## src/rtl/clk_div_pwm.sv

```systemverilog
// ============================================================================
// clk_div_pwm : run-time programmable clock divider / PWM with glitch-free
// reloads at period boundaries. Optional one-shot mode: CLKDIV_ONESHOT_EN.
// Revision: 1.0
// ============================================================================
`default_nettype none

module clk_div_pwm #(
  parameter int CNT_W      = 16,
  parameter int RST_PERIOD = 22153,
  parameter int RST_HIGH   = 4430
) (
  input  logic             clk_in,
  input  logic             rst,
  input  logic             en,
  input  logic             load,
  input  logic [CNT_W-1:0] period,
  input  logic [CNT_W-1:0] high,
  output logic             clk_out,
  output logic             period_end,
  output logic             pending
`ifdef CLKDIV_ONESHOT_EN
  ,
  input  logic             oneshot,
  output logic             done
`endif
);

  localparam logic [CNT_W-1:0] RST_PER_V = CNT_W'(RST_PERIOD);
  localparam logic [CNT_W-1:0] RST_HI_V  = CNT_W'(RST_HIGH);
  localparam logic [CNT_W-1:0] MIN_PER   = CNT_W'(2);
  localparam logic [CNT_W-1:0] ONE       = CNT_W'(1);

  typedef enum logic [1:0] {
    ST_IDLE = 2'd0,
    ST_RUN  = 2'd1,
    ST_HALT = 2'd2
  } state_t;

  state_t           state, state_n;
  logic [CNT_W-1:0] cnt, cnt_n;
  logic [CNT_W-1:0] per_a, per_n;
  logic [CNT_W-1:0] hi_a, hi_n;
  logic [CNT_W-1:0] pend_per, pend_per_n;
  logic [CNT_W-1:0] pend_hi, pend_hi_n;
  logic             pending_n;
  logic             clk_out_n;
  logic             period_end_n;
  logic             apply_now;
  logic             wrap;
  logic [CNT_W-1:0] per_clamp;
  logic             os_req;
  logic             done_n;

`ifdef CLKDIV_ONESHOT_EN
  assign os_req = oneshot;
`else
  assign os_req = 1'b0;
`endif

  assign per_clamp = (period < MIN_PER) ? MIN_PER : period;
  assign wrap      = (state == ST_RUN) && (cnt == per_a - ONE);

  always_comb begin
    state_n      = state;
    cnt_n        = cnt;
    per_n        = per_a;
    hi_n         = hi_a;
    pend_per_n   = pend_per;
    pend_hi_n    = pend_hi;
    pending_n    = pending;
    apply_now    = 1'b0;
    clk_out_n    = 1'b0;
    period_end_n = 1'b0;
    done_n       = 1'b0;

    if (!en) begin
      state_n   = ST_IDLE;
      cnt_n     = '0;
      apply_now = 1'b1;
    end else begin
      case (state)
        ST_IDLE: begin
          // first enabled cycle starts a fresh period at cnt = 0
          state_n   = ST_RUN;
          cnt_n     = '0;
          apply_now = 1'b1;
        end
        ST_RUN: begin
          if (wrap) begin
            cnt_n     = '0;
            apply_now = 1'b1;
            if (os_req) state_n = ST_HALT;
          end else begin
            cnt_n = cnt + ONE;
            if (load) begin
              pend_per_n = per_clamp;
              pend_hi_n  = high;
              pending_n  = 1'b1;
            end
          end
        end
        ST_HALT: begin
          cnt_n     = '0;
          apply_now = 1'b1;
        end
        default: begin
          state_n = ST_IDLE;
          cnt_n   = '0;
        end
      endcase
    end

    // a load seen on a boundary cycle wins over an older pending value
    if (apply_now) begin
      if (load) begin
        per_n = per_clamp;
        hi_n  = high;
      end else if (pending) begin
        per_n = pend_per;
        hi_n  = pend_hi;
      end
      pending_n = 1'b0;
    end

    if (state_n == ST_RUN) begin
      clk_out_n    = (cnt_n < hi_n);
      period_end_n = (cnt_n == per_n - ONE);
    end
    done_n = en && os_req && (state_n == ST_HALT);
  end

  always_ff @(posedge clk_in or negedge rst) begin
    if (!rst) begin
      state      <= ST_IDLE;
      cnt        <= '0;
      per_a      <= RST_PER_V;
      hi_a       <= RST_HI_V;
      pend_per   <= '0;
      pend_hi    <= '0;
      pending    <= 1'b0;
      clk_out    <= 1'b0;
      period_end <= 1'b0;
    end else begin
      state      <= state_n;
      cnt        <= cnt_n;
      per_a      <= per_n;
      hi_a       <= hi_n;
      pend_per   <= pend_per_n;
      pend_hi    <= pend_hi_n;
      pending    <= pending_n;
      clk_out    <= clk_out_n;
      period_end <= period_end_n;
    end
  end

`ifdef CLKDIV_ONESHOT_EN
  always_ff @(posedge clk_in or negedge rst) begin
    if (!rst) done <= 1'b0;
    else      done <= done_n;
  end
`else
  logic unused_done;
  assign unused_done = done_n;
`endif

endmodule

`default_nettype wire

```

## config.mk

```make
export PLATFORM = sky130hd
export DESIGN_NAME = clk_div_pwm
export DESIGN_NICKNAME = d
export VERILOG_FILES = /design/src/rtl/clk_div_pwm.sv
export SDC_FILE = /design/constraint.sdc
export NUM_CORES = 1
export LEC_CHECK = 0
export CORE_ASPECT_RATIO = 1.2
export CORE_MARGIN = 5
export CORE_UTILIZATION = 50
export CTS_CLUSTER_DIAMETER = 120
export CTS_CLUSTER_SIZE = 12
export DETAILED_ROUTE_END_ITERATION = 7
export GPL_TIMING_DRIVEN = 0
export PLACE_DENSITY = 0.78
export SYNTH_ARGS = -nofsm -noshare
export SYNTH_HDL_FRONTEND = slang
export SYNTH_SLANG_ARGS = --single-unit
```

## constraint.sdc

```tcl
create_clock -name clk_in -period 7.8 [get_ports clk_in]
set_input_delay 2.34 -clock clk_in [delete_from_list [all_inputs] [get_ports clk_in]]
set_output_delay 2.34 -clock clk_in [all_outputs]
set_load 0.01 [all_outputs]
```

=== Word-level counts from Yosys, hierarchy flattened ===
Cells that the tools add are included.

* Add/subtract/negate cells: 3
* Reduce and logical (&&, ||, !) cells: 9
* Muxes and demuxes: 22
* Bitwise logic cells: 1
* Equal/unequal tests: 6
* Magnitude comparators: 2

{| class="wikitable"
|+ Operators by type and width
! operator !! count
|-
| $mux 16 || 10
|-
| $eq 16x16->1 || 2
|-
| $sub 16x1->16 const B || 2
|-
| $add 16x1->16 const B || 1
|-
| $lt 16x16->1 || 1
|-
| $lt 16x2->1 const B || 1
|-
| $mux 1 || 9
|-
| $reduce_and 4->1 || 2
|-
| $reduce_bool 2->1 || 3
|-
| $eq 2x1->1 const B || 2
|-
| $pmux 2 s2 || 1
|-
| $reduce_or 2->1 || 2
|-
| $eq 2x2->1 const B || 1
|-
| $logic_not 2->1 || 1
|-
| $mux 2 || 1
|-
| $ne 2x2->1 const B || 1
|-
| $pmux 1 s2 || 1
|-
| $logic_and 1x1->1 || 1
|-
| $not 1->1 || 1
|}

* Bits in registers: 85
* Input bits: 36
* Output and inout bits: 3
* Logic and storage cells: 52

=== Logic depth before layout (Yosys ltp) ===
* Depth after elaboration: 10
* Mapped depth: 23
* Depth with buffers taken out: 21

=== Least setup slack after synthesis ===
OpenSTA, ideal clock, no wires.

* Path kind: input-to-reg
* Start: input en
* End: register period_end
* Buffers on the path: 4
* Arrival: 5.384 ns
* Cell stages on the path: 16
* Setup slack: 2.287 ns
* Required time: 7.670 ns
* Setup time: 0.130 ns
* Cell sequence: and2_1 -> clkbuf_1 -> nand2_2 -> buf_6 -> clkbuf_1 -> clkbuf_1 -> nand2_1 -> a22oi_1 -> ha_1 -> nand3_1 -> nor3_1 -> nor2_1 -> or3_1 -> a32o_1 -> o32ai_2 -> nor4_2

* Longest elaborated chain between the ends: 5
* Elaborated cells between the ends (all ways): 8
* Those cells by class: add/sub (1); eq/ne (2); mux (5)

{| class="wikitable"
|+ RTL lines
! element !! RTL line !! text
|-
| start: declaration || 15 || <nowiki>input logic en,</nowiki>
|-
| $mux 1 || 77 || <nowiki>if (!en) begin</nowiki>
|-
| $mux 16 || 115 || <nowiki>if (apply_now) begin</nowiki>
|-
| $sub 16x1->16 || 128 || <nowiki>period_end_n = (cnt_n == per_n - ONE);</nowiki>
|-
| $eq 16x16->1 || 128 ||
|-
| $mux 1 * || 126 || <nowiki>if (state_n == ST_RUN) begin</nowiki>
|-
| named net period_end_n || 48 || <nowiki>logic period_end_n;</nowiki>
|-
| end signal: assignment || 153 || <nowiki>period_end <= period_end_n;</nowiki>
|-
| end: declaration || 20 || <nowiki>output logic period_end,</nowiki>
|}

The timed path passes the listed nets; every way through them passes the cells marked *.
A chain may end at the register's enable or synchronous reset.

=== Worst setup path after layout ===
Ends and elaborated chain as after synthesis.

==> flow_metrics.py <==
metrics = {
    "setup_path": {
        "reg2reg_setup_slack_ns": 1.17,
        "r2r-end": "period_end",
        "worst_path_max_delay_cell": "sky130_fd_sc_hd__clkbuf_1",
        "worst_ep_required_time_ns": 8.01,
        "timing.critical_path.mode_cell": "sky130_fd_sc_hd__clkbuf_1",
        "timing.critical_path.arrival_ns": 6.96,
        "cp_top_family": "buffers and inverters",
        "r2r_cells": 21,
        "critPathCaptureType": "flip-flop",
        "critical_path.cell_chain": "clkdlybuf4s50_1 > and2_1 > clkbuf_1 > nand2_2 > buf_6 > clkbuf_1 > clkbuf_1 > nand2_1 > a22oi_1 > ha_1 > nand3_1 > nor3_1 > nor2_1 > a2111o_1 > a21oi_1 > o32ai_1 > nor4_2",
        "worst_r2r_startpoint": "per_a[1]",
        "critical_path.n_buffers_inverters": 5,
        "crit_path_category": "primary input to flip-flop",
        "worst_path_largest_cell_delay_ns": 0.56,
        "critical_path_peak_fanout": 10,
        "startpoint_type": "primary input",
    },
    "logic_synthesis": {
        "yosys_register_bits": 85,
        "synth_compound_area_share_pct": 16.60,
        "post_synthesis_adder_cell_area_fraction_pct": 3.922,
        "syn-num-nets": 655,
        "synth_edf_count": 0,
        "synth_top_cell_area_share_pct": 31.37,
        "synth_top_area_cell": "sky130_fd_sc_hd__dfrtp_1",
        "synth.cells.most_frequent": "sky130_fd_sc_hd__dfrtp_1, sky130_fd_sc_hd__nor2_1, sky130_fd_sc_hd__a21oi_1, sky130_fd_sc_hd__mux2_2, sky130_fd_sc_hd__xnor2_1",
        "yosys.cell_count.top_type": "sky130_fd_sc_hd__dfrtp_1",
        "synthesis.yosys.warnings": 0,
        "synthArstFlopShare_pct": 100.0,
        "postSynthCellCount": 601,
        "synth_area_mm2": 0.005743,
        "synth_top_family_by_area": "simple AND/OR/NAND/NOR gates",
        "synthMuxAreaShare_pct": 9.695,
        "synth-simple-area-share_pct": 19.35,
        "post_synth_xor_area_fraction_pct": 8.475,
        "synth_area_per_cell_um2": 9.556,
        "synth_seq_area_share_pct": 37.32,
        "post_synth_main_area_contributors": "sky130_fd_sc_hd__dfrtp_1, sky130_fd_sc_hd__mux2_2, sky130_fd_sc_hd__dfstp_2, sky130_fd_sc_hd__xnor2_1, sky130_fd_sc_hd__ha_1",
        "synth_top_flop_cell": "sky130_fd_sc_hd__dfrtp_1",
        "yosys_cell_types": 74,
    },
    "power": {
        "p_leak_nw": 2.643,
        "max-vdd-ir-drop_mv": 0.1250,
        "power_density_mw_per_mm2": 198.6,
    },
    "global_route": {
        "number_of_antenna_violations_at_the_first_check_in_global_routing": 0,
        "grt_overflow": 0,
        "first_global_vias": 5132,
        "grt_max_degree": 47,
        "grt_first_pass_wirelength_mm": 27.63,
        "grtUsageTotal_pct": 26.25,
    },
    "sta": {
        "timing.final.crit_share_pct": 86.50,
        "max_slew_margin_pct": 48.31,
        "setup_total_negative_slack_ns": 0,
        "fmax_mhz": 148.2,
        "grt_setup_unrepaired": "false",
        "timing.final.max_slew_violations": 0,
        "period_minus_slack_ns": 6.747,
        "timing_worst_slew_pin_value_ns": 0.7725,
        "setup_viol": 0,
        "report.final.hold_viol_count": 0,
        "skew_ns": 0.01285,
    },
    "die": {
        "die-height_um": 127.4,
        "floorplan.initialDensity_pct": 50.35,
        "coreArea_mm2": 0.01141,
        "chipWidth_um": 107.8,
        "ioPinCount": 39,
        "fp.dieArea_mm2": 0.01374,
        "std_cell_rows": 43,
    },
    "clock_network": {
        "cts_root_buffer": "sky130_fd_sc_hd__clkbuf_16",
        "clock_latency_late_sink_ns": 0.35,
        "cts.clk_slew.worst_paths_ns": 0.06,
        "level_count_of_the_clock_h_tree": 3,
        "clk_path_buf_depth": 2,
        "tritoncts": "yes",
        "cts_num_sinks": 85,
        "post-cts-setup-buffers": 0,
        "hold_buffers": 0,
        "cts_inserted_buffers": 9,
        "ctsResizeCount": 0,
    },
    "final_layout": {
        "layout-area-overhead-vs-synth_pct": 15.73,
        "drive_gt1_share_pct": 14.94,
        "finish.instance_area_mm2": 0.006646,
        "fin_nets": 705,
        "antenna_cells_inserted": 0,
    },
    "hold_path": {
        "hold_class": "flip-flop to flip-flop",
        "holdPathStages": 1,
        "worstHoldStart": "pend_hi[3]",
        "worst_hold_path.endpoint": "pend_hi[3]",
    },
    "drt": {
        "route.vias.total": 5020,
        "drt_pass1_iterations": 6,
        "detail-route-antenna-nets": 0,
        "detail_route.drc_violations": 0,
        "routed_wire_length_per_instance_um": 20.94,
        "routed_wirelength_mm": 17.02,
        "drtIter0Drc": 414,
        "vias_per_cell": 6.175,
    },
    "place": {
        "gp_congestion": 0.9971,
        "dpl-instance-area_mm2": 0.006337,
        "dpl.hpwl_mm": 13.23,
        "number_of_buffer_cells_added_on_primary_ports": 38,
    },
    "run": {
        "max_cap_viol_count": 0,
    },
    "outcome": {
        "outcome": "finished, final reports clean",
    },
}
==> sequential cells by signal (all words and copies together) (netlist names) <==
name / flops
clk_out: 1
cnt: 16
hi_a: 16
pend_hi: 16
pend_per: 16
pending: 1
per_a: 16
period_end: 1
state: 2
==> cells in the final DEF, fill, tap and decap left out, types with 18 or more instances in the layout <==
cell and instances:
sky130_fd_sc_hd__nand2b_1 21, sky130_fd_sc_hd__clkdlybuf4s50_1 37, sky130_fd_sc_hd__ha_1 18, sky130_fd_sc_hd__mux2_2 37, sky130_fd_sc_hd__xnor2_1 35, sky130_fd_sc_hd__dfrtp_1 72
sky130_fd_sc_hd__a21oi_1 37, sky130_fd_sc_hd__nand2_1 26, sky130_fd_sc_hd__clkbuf_1 18, sky130_fd_sc_hd__o21ai_0 26, sky130_fd_sc_hd__nand3_1 28, sky130_fd_sc_hd__nor2_1 40
sky130_fd_sc_hd__inv_1 33
==> worst max-delay path by stage <==
stage	slack [ns]	cells after the start	start	to
2_1_floorplan	2.29	16	en	period_end
3_3_place_gp	0.95	17	en	period_end
3_5_place_dp	0.85	17	en	period_end
4_1_cts	1.19	17	en	period_end
5_1_grt	0.68	21	per_a[1]	period_end
6_report	1.05	17	en	period_end
==> kinds of logic (layout without fill, tap and decap cells) <==
kind of cell,count (synthesis),in the layout
and+or+nand+nor,193,193
AOI/OAI and AO/OA,137,137
DFF,85,85
buffers and inverters,64,119
xor gates and xnor gates,53,53
muxes,51,51
adders and majority gates,18,18
==> cell type report <==
| cell class | count | area [um2] |
|---|---|---|
| Buffer | 31 | 142.6 |
| Clock buffer | 11 | 252.7 |
| Clock inverter | 5 | 56.30 |
| Fill cell | 1003 | 4760 |
| Inverter | 33 | 123.9 |
| Multi-Input combinational cell | 452 | 3333 |
| Sequential cell | 85 | 2143 |
| Tap cell | 157 | 196.4 |
| Timing Repair Buffer | 39 | 397.9 |
==> metal layers <==
metal	vias up	wire length (um)	GRT usage (%)
li1	2311	-	-
met1	2461	6647	31.93
met2	194	8413	43.78
met3	54	905	4.042
met4	0	1054	15.53
met5	-	0	0
==> stage by stage <==
stage / hold WS (ns) / utilization, % / instances / worst slack (ns) / total power, mW
after global placement: 0.4880 / 55.41 / 796 / 0.9475 / 0.8589
after global routing: 0.5266 / 58.27 / 813 / 0.6764 / 1.386
after detailed placement: 0.4964 / 55.56 / 797 / 0.8544 / 0.8718
after floorplan: 0.4465 / - / 601 / 2.287 / 0.7638
after CTS: 0.5111 / 58.27 / 813 / 1.190 / 1.321
final: 0.5093 / 58.27 / 813 / 1.053 / 1.320
==> report_power, final <==
part	total (mW)	switching, mW	internal [mW]
Sequential	0.549	0.0432	0.505
Combinational	0.322	0.180	0.141
Clock	0.450	0.184	0.266
Total	1.32	0.407	0.913
No activity file was read; power rests on OpenSTA's default activity.
